## config.mk

```make
export PLATFORM = sky130hd
export DESIGN_NAME = detector_jogada
export DESIGN_NICKNAME = d
export VERILOG_FILES = /design/src/rtl/detector_jogada.sv
export SDC_FILE = /design/constraint.sdc
export NUM_CORES = 1
export LEC_CHECK = 0
export ABC_AREA = 1
export CORE_UTILIZATION = 53
export CTS_BUF_LIST = sky130_fd_sc_hd__clkbuf_16
export DETAILED_ROUTE_END_ITERATION = 16
export PLACE_DENSITY = 0.74
export SYNTH_ARGS = -nofsm -noshare
export SYNTH_HDL_FRONTEND = slang
export SYNTH_SLANG_ARGS = --single-unit
```

## constraint.sdc

```tcl
create_clock -name clock -period 2.8 [get_ports clock]
set_input_delay 0.84 -clock clock [delete_from_list [all_inputs] [get_ports clock]]
set_output_delay 0.84 -clock clock [all_outputs]
set_load 0.02 [all_outputs]
```

## src/rtl/detector_jogada.sv

```systemverilog
// rtl/detector_jogada.sv - Debounced one-hot button play detector for the memory game datapath
module detector_jogada #(
    parameter int N_BOTOES = 4,
    parameter int DEBOUNCE = 4,
    parameter int CW       = 3
) (
    input  logic                clock,
    input  logic                reset,
    input  logic                enable,
    input  logic [N_BOTOES-1:0] botoes,
    output logic [N_BOTOES-1:0] jogada,
    output logic                tem_jogada,
    output logic                jogada_multipla,
    output logic [2:0]          db_estado
);

    typedef enum logic [2:0] {
        OCIOSO        = 3'd0,
        FILTRA_PRESS  = 3'd1,
        EMITE         = 3'd2,
        ESPERA_SOLTAR = 3'd3,
        FILTRA_SOLTA  = 3'd4
    } estado_t;

    estado_t             estado, estado_nxt;
    logic [N_BOTOES-1:0] botoes_r;
    logic [N_BOTOES-1:0] amostra, amostra_nxt;
    logic [N_BOTOES-1:0] jogada_nxt;
    logic [CW-1:0]       cnt, cnt_nxt;
    logic                multipla_nxt;
    logic                cnt_fim;

    function automatic int popcount(input logic [N_BOTOES-1:0] v);
        int n;
        n = 0;
        for (int i = 0; i < N_BOTOES; i++) begin
            if (v[i]) n++;
        end
        return n;
    endfunction

    assign cnt_fim = (cnt == CW'(DEBOUNCE - 2));

    always_ff @(posedge clock) begin
        if (!reset) begin
            estado          <= ESPERA_SOLTAR;
            botoes_r        <= '0;
            amostra         <= '0;
            cnt             <= '0;
            jogada          <= '0;
            jogada_multipla <= 1'b0;
        end else begin
            estado          <= estado_nxt;
            botoes_r        <= botoes;
            amostra         <= amostra_nxt;
            cnt             <= cnt_nxt;
            jogada          <= jogada_nxt;
            jogada_multipla <= multipla_nxt;
        end
    end

    always_comb begin
        estado_nxt   = estado;
        amostra_nxt  = amostra;
        cnt_nxt      = cnt;
        jogada_nxt   = jogada;
        multipla_nxt = 1'b0;
        case (estado)
            OCIOSO: begin
                if (botoes_r != '0) begin
                    if (enable) begin
                        estado_nxt  = FILTRA_PRESS;
                        amostra_nxt = botoes_r;
                        cnt_nxt     = '0;
                    end else begin
                        // a press begun while disabled must be released before it can count
                        estado_nxt = ESPERA_SOLTAR;
                    end
                end
            end
            FILTRA_PRESS: begin
                if (!enable) begin
                    estado_nxt = ESPERA_SOLTAR;
                end else if (botoes_r != amostra) begin
                    estado_nxt = OCIOSO;
                end else if (cnt_fim) begin
                    if (popcount(amostra) == 1) begin
                        estado_nxt = EMITE;
                        jogada_nxt = amostra;
                    end else begin
                        estado_nxt   = ESPERA_SOLTAR;
                        multipla_nxt = 1'b1;
                    end
                end else begin
                    cnt_nxt = cnt + CW'(1);
                end
            end
            EMITE: begin
                estado_nxt = ESPERA_SOLTAR;
            end
            ESPERA_SOLTAR: begin
                if (botoes_r == '0) begin
                    estado_nxt = FILTRA_SOLTA;
                    cnt_nxt    = '0;
                end
            end
            FILTRA_SOLTA: begin
                if (botoes_r != '0) begin
                    estado_nxt = ESPERA_SOLTAR;
                end else if (cnt_fim) begin
                    estado_nxt = OCIOSO;
                end else begin
                    cnt_nxt = cnt + CW'(1);
                end
            end
            default: begin
                estado_nxt = ESPERA_SOLTAR;
            end
        endcase
    end

    assign tem_jogada = (estado == EMITE);
    assign db_estado  = estado;

endmodule

```

==> results.json <==
{
  "skew_ns": 0.00269,
  "worstHoldStart": "cnt[1]$_SDFFE_PN0P_",
  "clk_latency_ns": 0.25,
  "cts-root-buf": "clkbuf_16",
  "yosysTopAreaCell": "dfxtp_1",
  "hold_path.class": "reg -> reg",
  "cts_hold_buf": 0,
  "post_cts_buffers": 0,
  "routedWlPerCell_um": 10.7,
  "wl_um": 2360,
  "outcome": "finished, final reports clean",
  "globalplace.congestion": 0.830,
  "synth_edf_count": 0,
  "synth_fp_nets": 186,
  "core-area_um2": 2000,
  "arrival_ns": 1.54,
  "layout-drive-gt1-share": 0.104,
  "boundaryPins": 16,
  "initial_core_util": 0.580,
  "vias": 1123,
  "timing.fmax_mhz": 421,
  "r2r_cells": 12,
  "netlist_top_cells_count": "nand2_1, inv_1, dfxtp_1, nor2_1, a21oi_1",
  "yosysTopAreaCellShare": 0.328,
  "endpoint_kind": "output port",
  "critPathKind": "reg -> out",
  "synth_seq_cells": 19,
  "final_util": 0.713,
  "antenna_left": 0,
  "synthFlopType": "dfxtp_1",
  "area_delta_synth_final_pct": 23.0,
  "htree_levels": 1,
  "synth_area_leaders": "dfxtp_1, nand2_1, inv_1",
  "cts-resized-gates": 0,
  "die_x_um": 48.8,
  "rows": 16,
  "design_area_um2": 1430,
  "worstReg2RegStart": "amostra[1]$_SDFFE_PN0P_",
  "synth.most_common_cell": "nand2_1",
  "crit_required_ns": 1.96,
  "clk_pin_slew_ns": 0.05,
  "pre_cts_ws_ns": 0.552,
  "grt_pass1_vias": 1055,
  "via_per_inst": 5.10,
  "placed_area_um2": 1350,
  "max_slew_margin": 0.717,
  "r2r-end": "jogada[2]$_SDFFE_PN0P_",
  "hold_viol_final": 0,
  "cts_max_path_buffers": 2,
  "grt_usage": 0.233,
  "p_leak_nw": 0.676,
  "start_kind": "flip-flop",
  "worst_pin_slew_ns": 0.424,
  "clock-sinks": 19,
  "fp.dieH_um": 48.8,
  "rsz0062_at_grt": "false",
  "synthCells": 174,
  "seq_area_um2": 380,
  "grt_pass1_wl_um": 4360,
  "setup_ws_ns": 0.425,
  "power_density_nw_per_um2": 734,
  "die_area_um2": 2380,
  "max_cap_viol_count": 0,
  "yosysSeqAreaShare": 0.328,
  "drtIter0Drc": 21,
  "gr-total-overflow": 0,
  "setup_violations": 0,
  "grt_max_degree": 14,
  "hold_end": "cnt[1]$_SDFFE_PN0P_",
  "n_antenna_cell": 0,
  "final_nets": 206,
  "ys_warn_count": 0,
  "synthArstFlopShare": 0,
  "r2r_setup_slack_ns": 0.51,
  "drc": 0,
  "multiInputGateArea_um2": 657,
  "dp_hpwl_um": 1790,
  "period_share": 0.848,
  "port_buffers": 15,
  "cts_buffers": 3,
  "antenna_found_initial": 0,
  "ys_types": 22,
  "synth_area_um2": 1160,
  "fin_total_pwr_mw": 1.05,
  "hold_depth": 2,
  "tns_ns": 0,
  "peakVddDrop_mv": 0.537,
  "syn-mean-instance-area_um2": 6.67,
  "drv_slew": 0,
  "period_needed_ns": 2.38,
  "cp_max_fo": 4,
  "drt-pass1-iter-count": 4,
  "n_fill_cell": 175,
  "cts_tree": "done"
}
[worst max path at each step]
| stage | from | end | slack [ns] | cells past startpoint |
|---|---|---|---|---|
| after global placement | enable | db_estado[0]$_SDFFE_PN1P_ | 0.64 | 8 |
| after detailed placement | amostra[1]$_SDFFE_PN0P_ | jogada[2]$_SDFFE_PN0P_ | 0.55 | 12 |
| final | db_estado[1]$_SDFFE_PN1P_ | tem_jogada | 0.42 | 3 |
| after CTS | db_estado[1]$_SDFFE_PN1P_ | tem_jogada | 0.43 | 3 |
| after floorplan | amostra[0]$_SDFFE_PN0P_ | jogada[0]$_SDFFE_PN0P_ | 0.79 | 12 |
| after global routing | amostra[1]$_SDFFE_PN0P_ | jogada[2]$_SDFFE_PN0P_ | 0.28 | 12 |
[placed cells by master, fill, tap and decap left out, types with 3 or more instances in the layout]
cell type	instances
nand3_1	7
ha_1	5
nor2_2	3
clkdlybuf4s50_1	15
inv_1	31
a21oi_1	12
nor2_1	15
nand4_1	7
dfxtp_1	19
nand2_1	49
o21ai_0	6
nand3_2	3
clkbuf_16	3
nor2_4	4
[critical path: stages (launching register included)]
cell and delay (ns):
dfxtp_1 0.42, inv_1 0.09, nor3_1 0.13, clkdlybuf4s50_1 0.63
[metrics by stage]
stage               hold WS (ns)  std cells
finish                     0.495        220
global route               0.526        220
CTS                        0.500        220
detailed placement         0.492        216
global placement           0.472        216
floorplan                  0.460        174
[registers in the layout, indices dropped and copies added (netlist names)]
name             flops
db_estado            3
jogada               4
jogada_multipla      1
cnt                  3
botoes_r             4
amostra              4
[metal layers]
layer  wire length, µm  part of all wire  up-vias  GRT usage
li1                  -                 -      588          -
met5                 0                 0        -          0
met1              1070              0.45      503      0.288
met3                91             0.039        5     0.0374
met4                44             0.019        0     0.0980
met2              1150              0.49       27      0.400
[power breakdown]
part | internal (mW) | switching, mW | leakage [nW] | total [mW]
Clock | 0.190 | 0.104 | 0.0423 | 0.294
Combinational | 0.154 | 0.250 | 0.479 | 0.405
Sequential | 0.301 | 0.0492 | 0.155 | 0.350
Total | 0.645 | 0.403 | 0.676 | 1.05
[cell type report]
type,instances,share of cell area
sequential,19,0.266
clock buffer,3,0.0526
inverter,32,0.0841
multi-input combinational,122,0.460
timing repair buffer,16,0.110
tap,27,0.0237
clock inverter,1,0.00263
[cell families after synthesis]
logic type,synth area share
compound gates,0.100
buf+inv,0.107
fa+ha+maj,0.0539
xor+xnor,0.0151
flops,0.328
simple gates,0.397
No activity file was read; power rests on OpenSTA's default activity.
